### config.mk
export PLATFORM = sky130hd
export DESIGN_NAME = alu_arbiter
export DESIGN_NICKNAME = d
export VERILOG_FILES = /design/src/rtl/alu_arb_pkg.sv /design/src/rtl/alu_arbiter_rr_pick.sv /design/src/rtl/alu_arbiter.sv
export SDC_FILE = /design/constraint.sdc
export NUM_CORES = 1
export LEC_CHECK = 0
export BUFFER_PORTS_ARGS = -buffer_cell sky130_fd_sc_hd__buf_4
export CORE_ASPECT_RATIO = 2
export CORE_MARGIN = 10
export CORE_UTILIZATION = 44
export CTS_BUF_LIST = sky130_fd_sc_hd__clkbuf_8 sky130_fd_sc_hd__clkbuf_16
export CTS_CLUSTER_DIAMETER = 150
export CTS_CLUSTER_SIZE = 14
export DETAILED_ROUTE_END_ITERATION = 12
export PLACE_DENSITY_LB_ADDON = 0.08
export REMOVE_ABC_BUFFERS = 1
export SLEW_MARGIN = 20
export SYNTH_ARGS = -nofsm -noshare
export SYNTH_HDL_FRONTEND = slang
export SYNTH_SLANG_ARGS = --single-unit
### constraint.sdc
create_clock -name clk -period 2.5 [get_ports clk]
set_clock_uncertainty 0.05 [all_clocks]
set_input_delay 0.5 -clock clk [delete_from_list [all_inputs] [get_ports clk]]
set_output_delay 0.5 -clock clk [all_outputs]
set_load 0.02 [all_outputs]
### src/rtl/alu_arb_pkg.sv
// Shared types and helpers for the ALU arbiter: FSM state encoding,
// default ALU widths and the wrapping round-robin pointer increment.
package alu_arb_pkg;

    typedef enum logic [1:0] {
        IDLE = 2'd0,
        EXEC = 2'd1,
        RESP = 2'd2
    } state_t;

    localparam int DEF_DW = 8;
    localparam int DEF_SW = 4;

    // Requester index after id, wrapping to 0 at n.
    function automatic int next_ptr(input int id, input int n);
        return (id + 1 >= n) ? 0 : id + 1;
    endfunction

endpackage

### src/rtl/alu_arbiter_rr_pick.sv
// Combinational round-robin search: first asserted valid bit starting
// at ptr and wrapping at NREQ.
module rr_pick #(
    parameter int NREQ = 2,
    parameter int PW   = 1
) (
    input  logic [NREQ-1:0] valid,
    input  logic [PW-1:0]   ptr,
    output logic            found,
    output logic [PW-1:0]   idx
);

    always_comb begin
        int          j;
        logic [PW-1:0] cand;
        found = 1'b0;
        idx   = '0;
        j     = 0;
        cand  = '0;
        for (int k = 0; k < NREQ; k++) begin
            j = int'(ptr) + k;
            if (j >= NREQ) j = j - NREQ;
            cand = PW'(j);
            if (!found && valid[cand]) begin
                found = 1'b1;
                idx   = cand;
            end
        end
    end

endmodule

### src/rtl/alu_arbiter.sv
// Shares one combinational ALU between NREQ requesters with round-robin
// fairness, an optional grant lock and a global chained carry flag.
module alu_arbiter
    import alu_arb_pkg::*;
#(
    parameter int DW   = DEF_DW,
    parameter int SW   = DEF_SW,
    parameter int NREQ = 2
) (
    input  logic               clk,
    input  logic               rst,
    input  logic [NREQ-1:0]    req_valid,
    output logic [NREQ-1:0]    req_ready,
    input  logic [NREQ*DW-1:0] req_a,
    input  logic [NREQ*DW-1:0] req_b,
    input  logic [NREQ-1:0]    req_ci,
    input  logic [NREQ-1:0]    req_chain,
    input  logic [NREQ-1:0]    req_lock,
    input  logic [NREQ*SW-1:0] req_sel,
    output logic [NREQ-1:0]    rsp_valid,
    input  logic [NREQ-1:0]    rsp_ready,
    output logic [DW-1:0]      rsp_out,
    output logic               rsp_carry,
    output logic               rsp_z,
    output logic [DW-1:0]      alu_a,
    output logic [DW-1:0]      alu_b,
    output logic               alu_ci,
    output logic [SW-1:0]      alu_sel,
    input  logic [DW-1:0]      alu_out,
    input  logic               alu_carry,
    input  logic               alu_z
);

    localparam int PW = $clog2(NREQ);

    state_t        state;
    logic [PW-1:0] ptr;
    logic [PW-1:0] grant_id;
    logic [PW-1:0] lock_id;
    logic          lock_valid;
    logic          lock_req;
    logic          carry_flag;

    logic          pick_found;
    logic [PW-1:0] pick_idx;
    logic          grant_ok;
    logic [PW-1:0] grant_sel;

    rr_pick #(.NREQ(NREQ), .PW(PW)) u_pick (
        .valid (req_valid),
        .ptr   (ptr),
        .found (pick_found),
        .idx   (pick_idx)
    );

    // A held lock overrides round-robin; if the owner is idle nobody is granted.
    always_comb begin
        grant_ok  = 1'b0;
        grant_sel = pick_idx;
        if (state == IDLE) begin
            if (lock_valid) begin
                grant_ok  = req_valid[lock_id];
                grant_sel = lock_id;
            end else begin
                grant_ok  = pick_found;
            end
        end
    end

    always_comb begin
        req_ready = '0;
        if (grant_ok) req_ready[grant_sel] = 1'b1;
        rsp_valid = '0;
        if (state == RESP) rsp_valid[grant_id] = 1'b1;
    end

    always_ff @(posedge clk or posedge rst) begin
        if (rst) begin
            state      <= IDLE;
            ptr        <= '0;
            grant_id   <= '0;
            lock_id    <= '0;
            lock_valid <= 1'b0;
            lock_req   <= 1'b0;
            carry_flag <= 1'b0;
            alu_a      <= '0;
            alu_b      <= '0;
            alu_ci     <= 1'b0;
            alu_sel    <= '0;
            rsp_out    <= '0;
            rsp_carry  <= 1'b0;
            rsp_z      <= 1'b0;
        end else begin
            case (state)
                IDLE: begin
                    if (grant_ok) begin
                        alu_a    <= req_a[grant_sel*DW +: DW];
                        alu_b    <= req_b[grant_sel*DW +: DW];
                        alu_sel  <= req_sel[grant_sel*SW +: SW];
                        alu_ci   <= req_chain[grant_sel] ? carry_flag : req_ci[grant_sel];
                        grant_id <= grant_sel;
                        lock_req <= req_lock[grant_sel];
                        state    <= EXEC;
                    end
                end
                EXEC: begin
                    rsp_out    <= alu_out;
                    rsp_carry  <= alu_carry;
                    rsp_z      <= alu_z;
                    carry_flag <= alu_carry;
                    state      <= RESP;
                end
                RESP: begin
                    if (rsp_ready[grant_id]) begin
                        state <= IDLE;
                        if (lock_req) begin
                            lock_valid <= 1'b1;
                            lock_id    <= grant_id;
                        end else begin
                            lock_valid <= 1'b0;
                            ptr        <= PW'(next_ptr(int'(grant_id), NREQ));
                        end
                    end
                end
                default: state <= IDLE;
            endcase
        end
    end

endmodule

==> After elaboration in Yosys (flattened, before gate mapping) <==
Index checks and enable logic that the tools add are counted.
{ "classes": {"addsub": 4, "multipliers": 0, "div_mod_pow": 0, "n_lt_le_gt_ge": 10, "n_eq_ne": 4, "shifts": 3, "n_mux": 36, "bitwise": 1, "reduce_logical": 10} }
{ "ops": {"columns": ["operator", "count"], "rows": [
  ["variable part select 16 x 5 -> 8 bit", 2],
  ["2-to-1 mux 1 bit", 29],
  ["less-than comparator 1 x 2 -> 1 bit, second input constant", 5],
  ["2-to-1 mux 2 bit", 4],
  ["variable part select 8 x 4 -> 4 bit", 1],
  ["one-hot mux 2 bit (3 select lines)", 1],
  ["AND reduction 2 bit", 3],
  ["AND reduction 3 bit", 2],
  ["adder 1 x 1 -> 2 bit, second input constant", 2],
  [">= comparator 2 bit, second input constant", 2],
  ["logical AND 1 bit", 3],
  ["demux 1 bit (select 1 bit)", 2],
  ["equality test 2 x 1 -> 1 bit, second input constant", 1],
  ["equality test 2 bit, second input constant", 1],
  [">= comparator 1 bit, second input constant", 2],
  [">= comparator 1 x 2 -> 1 bit, second input constant", 1],
  ["zero test 2 bit", 1],
  ["inequality test 2 x 1 -> 1 bit, second input constant", 1],
  ["inequality test 2 bit, second input constant", 1],
  ["subtractor 1 bit, second input constant", 2],
  ["zero test 1 bit", 1],
  ["NOT 1 bit", 1]
]} }
{ "word_totals": {"ff_bits": 38, "latch_bits": 0, "ram_bits": 0, "romBits": 0, "input_bits": 62, "output_inout_bits": 35, "word_cells": 81, "memories": 0} }

==> Logic depth before layout (Yosys ltp) <==
{ "logic_depth": {"word_depth": 15, "depth_mapped": 6, "depth_no_buf": 4} }

==> Hierarchy <==
Synthesis repeated with hierarchy kept, for this count alone.
{ "hier_totals": {"hier_cells": 157, "hier_area_um2": 1798.0} }
{ "by_module_without_submodules": {"columns": ["mod", "n_inst", "cells_each", "area_each_um2", "seq_area_each_um2"], "rows": [
  ["alu_arbiter", 1, 154, 1780.5, 950.9],
  ["rr_pick", 1, 3, 17.5, 0.0]
]} }

==> Worst setup path after synthesis <==
OpenSTA, ideal clock, no wires.
{ "synth_path": {"path_kind": "input -> output", "from": "in req_valid[1]", "to": "out req_ready[0]", "arrival_ns": 1.508, "t_required_ns": 1.950, "setup_slack_ns": 0.442, "cell_stages": 5, "path_buffers": 2, "cell_sequence": "mux2i_1 > a2111oi_4 > and2_1 > buf_6 > buf_8"} }
{ "synth_via": {"elab_chain_len": 13, "word_cells_on_any_way": 22, "cone_classes": "order compare (2); mux (17); reduce/logical (3)"} }
{ "synth_lines": {"columns": ["item", "line_no", "text"], "rows": [
  ["start, declared", "alu_arbiter.sv:12", "input logic [NREQ-1:0] req_valid,"],
  ["2-to-1 mux 1 bit (not written as such) (2 in series)", "alu_arbiter_rr_pick.sv:24", "if (!found && valid[cand]) begin"],
  ["2-to-1 mux 1 bit", "alu_arbiter_rr_pick.sv:24", null],
  ["zero test 1 bit", "alu_arbiter_rr_pick.sv:24", null],
  ["logical AND 1 bit", "alu_arbiter_rr_pick.sv:24", null],
  ["2-to-1 mux 1 bit", "alu_arbiter_rr_pick.sv:24", null],
  ["2-to-1 mux 1 bit", "alu_arbiter.sv:61", "if (lock_valid) begin"],
  ["2-to-1 mux 1 bit", "alu_arbiter.sv:60", "if (state == IDLE) begin"],
  ["less-than comparator 1 x 2 -> 1 bit (not written as such) or >= comparator 1 bit (tied branches)", "alu_arbiter.sv:72", "if (grant_ok) req_ready[grant_sel] = 1'b1;"],
  ["logical AND 1 bit (not written as such)", "alu_arbiter.sv:72", null],
  ["2-to-1 mux 1 bit (not written as such)", "alu_arbiter.sv:72", null],
  ["demux 1 bit (select 1 bit)", "alu_arbiter.sv:72", null],
  ["2-to-1 mux 2 bit (*)", "alu_arbiter.sv:72", null],
  ["end, declared", "alu_arbiter.sv:13", "output logic [NREQ-1:0] req_ready,"]
]} }
Every way passes the cells marked *; elsewhere a longest branch is shown, timed or not. The select of a mux whose other input is x is not followed.

==> Final worst setup path <==
{ "layout_path": {"from": "reg lock_id", "to": "out req_ready[1]"} }
{ "layout_via": {"elab_chain_len": 7, "word_cells_on_any_way": 12, "cone_classes": "order compare (2); mux (9); reduce/logical (1)"} }
{ "layout_lines": {"columns": ["item", "line_no", "text"], "rows": [
  ["start, declared", "alu_arbiter.sv:39", "logic [PW-1:0] lock_id;"],
  ["start signal, assigned", "alu_arbiter.sv:118", "lock_id <= grant_id;"],
  ["2-to-1 mux 1 bit", "alu_arbiter.sv:61", null],
  ["2-to-1 mux 1 bit", "alu_arbiter.sv:60", null],
  ["less-than comparator 1 x 2 -> 1 bit (not written as such) or >= comparator 1 bit (tied branches)", "alu_arbiter.sv:72", null],
  ["logical AND 1 bit (not written as such)", "alu_arbiter.sv:72", null],
  ["2-to-1 mux 1 bit (not written as such)", "alu_arbiter.sv:72", null],
  ["demux 1 bit (select 1 bit)", "alu_arbiter.sv:72", null],
  ["2-to-1 mux 2 bit (*)", "alu_arbiter.sv:72", null]
]} }
Marks and branches as above.

==> metrics.md <==
| Metric | Value |
|---|---|
| Status | `finished clean` |
| 1st-pass router iterations | `4` |
| # Max-Cap Violations | `0` |
| Layout net count | `292` |
| Root buffer cell | `clkbuf_8` |
| Worst Path Max Fanout | `7` |
| Fill cells | `330` |
| Fmax | `422 MHz` |
| Global-route wire length before repair | `8.15 mm` |
| Clock Path Buffers | `2` |
| Vias per cell | `5.17` |
| GR Overflow Total | `0` |
| Flops & latches, synth | `38` |
| Post-cts resize count | `0` |
| Sequential share of the synthesized area | `54.2%` |
| DRC | `0` |
| Die Area | `7060 um^2` |
| Max Slew Vio Count | `0` |
| Vias in the first global route | `1642` |
| Hold Buf Count CTS | `0` |
| Clock Latency Late Sink | `0.29 ns` |
| Synth unique cells | `25` |
| Critical path required time | `1.95 ns` |
| Chip width | `64.6 um` |
| Hold crit path type | `in2async` |
| Static Leak | `1.26 nW` |
| Maximum VDD drop | `0.814 mV` |
| # diodes | `0` |
| Initial antenna violation count | `0` |
| Crit end category | `primary output` |
| Final std cells w/o fill | `282` |
| Reg clk slew, reported paths | `0.08 ns` |
| Pwr/cell area | `1300 nW/um^2` |
| Area Growth Syn to Fin | `47.3%` |
| Post-route minimum period | `2.37 ns` |
| FP Rows | `32` |
| Initial cell density of the core | `45.6%` |
| Synthesized area | `1750 um^2` |
| Final Hold Fails | `0` |
| Total clock sinks | `38` |
| Drt wl/cell | `18.7 um` |
| Proportion of layout cells with a drive suffix above 1 | `56.3%` |
| Post-synth top flop | `dfrtp_1` |
| Cts bufs inserted | `5` |
| DP Cell Count | `274` |
| H-tree Lvls | `2` |
| Gpl congestion | `0.792` |
| Worst-margin pin slew | `0.506 ns` |
| Post-synth EDFFs | `0` |
| Post-synthesis cell count | `131` |
| Overall Global Routing Usage | `14.5%` |
| CP startpoint kind | `flop` |
| RSZ-0062 raised after global routing | `false` |
| Top post-synthesis cells by area | `dfrtp_1 54%, a221o_1 12%, mux2_2 9.0%` |
| I/O pin total | `97` |
| Post-Route WL | `5.28 mm` |
| CP Class | `reg2out` |
| Slew HR | `66.3%` |
| Setup-failing EPs final | `0` |
| WP data arrival | `1.82 ns` |
| Setup Buffers After CTS | `0` |
| Multi-input logic area | `711 um^2` |
| Area of the core | `3840 um^2` |
| Vias | `1459` |
| Syn_area_per_cell | `13.4 um^2` |
| Initial DRC count | `55` |
| Flip-flop and latch area | `951 um^2` |
| R2R cell count | `5` |
| Top cell type's share of synthesized area | `54.2%` |
| Die H | `109 um` |
| Cell taking the most area after synthesis | `dfrtp_1` |
| Final period util | `94.8%` |
| TritonCTS clock tree | `built` |
| Ys async rst share | `100%` |
| Ys Warns | `0` |
| Hpwl dp | `4.25 mm` |
| Pwr Total | `3.37 mW` |
| IO buf count | `96` |
| Largest net degree at the start of global routing | `39` |
| ANT nets after route | `0` |
[area by class of cell]
type / count / share of cell area (%)
sequential: 38 / 36.8
clock buffer: 6 / 3.20
multi-input combinational: 82 / 27.5
tap: 51 / 2.47
timing repair buffer: 100 / 29.1
inverter: 3 / 0.436
clock inverter: 2 / 0.484
[worst max-delay path: stages (launching register included)]
cell	delay (ns)
dfrtp_1	0.42
mux2i_1	0.17
a2111oi_4	0.55
nor2b_4	0.25
buf_4	0.15
[cell usage after synthesis (2+ instances only)]
cell / instances
dfrtp_1: 38
a221o_1: 21
nor2b_1: 20
mux2_2: 14
nor2_1: 6
and2b_4: 3
buf_6: 3
inv_1: 3
nand2_1: 3
nand2b_1: 3
buf_8: 2
o21ai_0: 2
[where the power goes]
group	leakage (nW)	total [mW]	internal, mW	switching [mW]
Sequential	0.461	1.13	0.925	0.204
Clock	0.0472	0.444	0.222	0.222
Combinational	0.749	1.79	0.902	0.893
[cell usage in the layout, fill, tap and decap left out, types with 2 or more instances in the layout]
cell type and instances:
clkbuf_8 6, nor2b_1 20, inv_1 3, buf_4 100
dfrtp_1 38, nand2b_1 3, nand2_1 3, and2b_4 3
nor2_1 6, o21ai_0 2, a221o_1 21, mux2_2 14
[sequential cells by signal, summed over array words and instances, names as in the netlist]
signal / cells
lock_req: 1
alu_a: 8
grant_id: 1
lock_valid: 1
alu_b: 8
lock_id: 1
rsp_out: 8
rsp_z: 1
ptr: 1
state: 2
carry_flag: 1
alu_ci: 1
alu_sel: 4
[metrics by stage]
stage	setup slack, ns	area, um^2	hold WS [ns]	util [%]	TNS (ns)
final	0.130	2580	0.274	67.2	0
after global routing	0.0263	2580	0.313	67.2	0
after CTS	0.112	2580	0.289	67.2	0
after detailed placement	0.241	2490	0.445	64.7	0
after global placement	0.285	2490	0.438	64.7	0
after floorplan	-0.228	1670	0.421	-	-1.18
[per-layer routing]
metal  wire length, um  track usage (%)  vias to the layer above
li1                  -                -                      675
met1              1950             15.0                      712
met2              2870             26.2                       64
met3               390             5.14                        8
met4                76             5.08                        0
met5                 0                0                        -
[cell families after synthesis]
group / synth area share [%]
AOI/OAI and AO/OA: 15.8
buffers and inverters: 5.21
and+or+nand+nor: 15.1
DFF: 54.2
muxes: 9.56
[worst paths after layout]
check                           start            to  slack [ns]
setup / recovery              lock_id  req_ready[1]        0.13
setup reg to reg              lock_id      alu_a[3]        0.40
hold / removal                    rst    rsp_out[3]        0.27
hold reg to reg            rsp_out[2]    rsp_out[2]        0.46
max in group asynchronous         rst      alu_b[1]        1.79
min in group clk             req_a[1]      alu_a[1]        0.38
No activity file was read; power rests on OpenSTA's default activity.
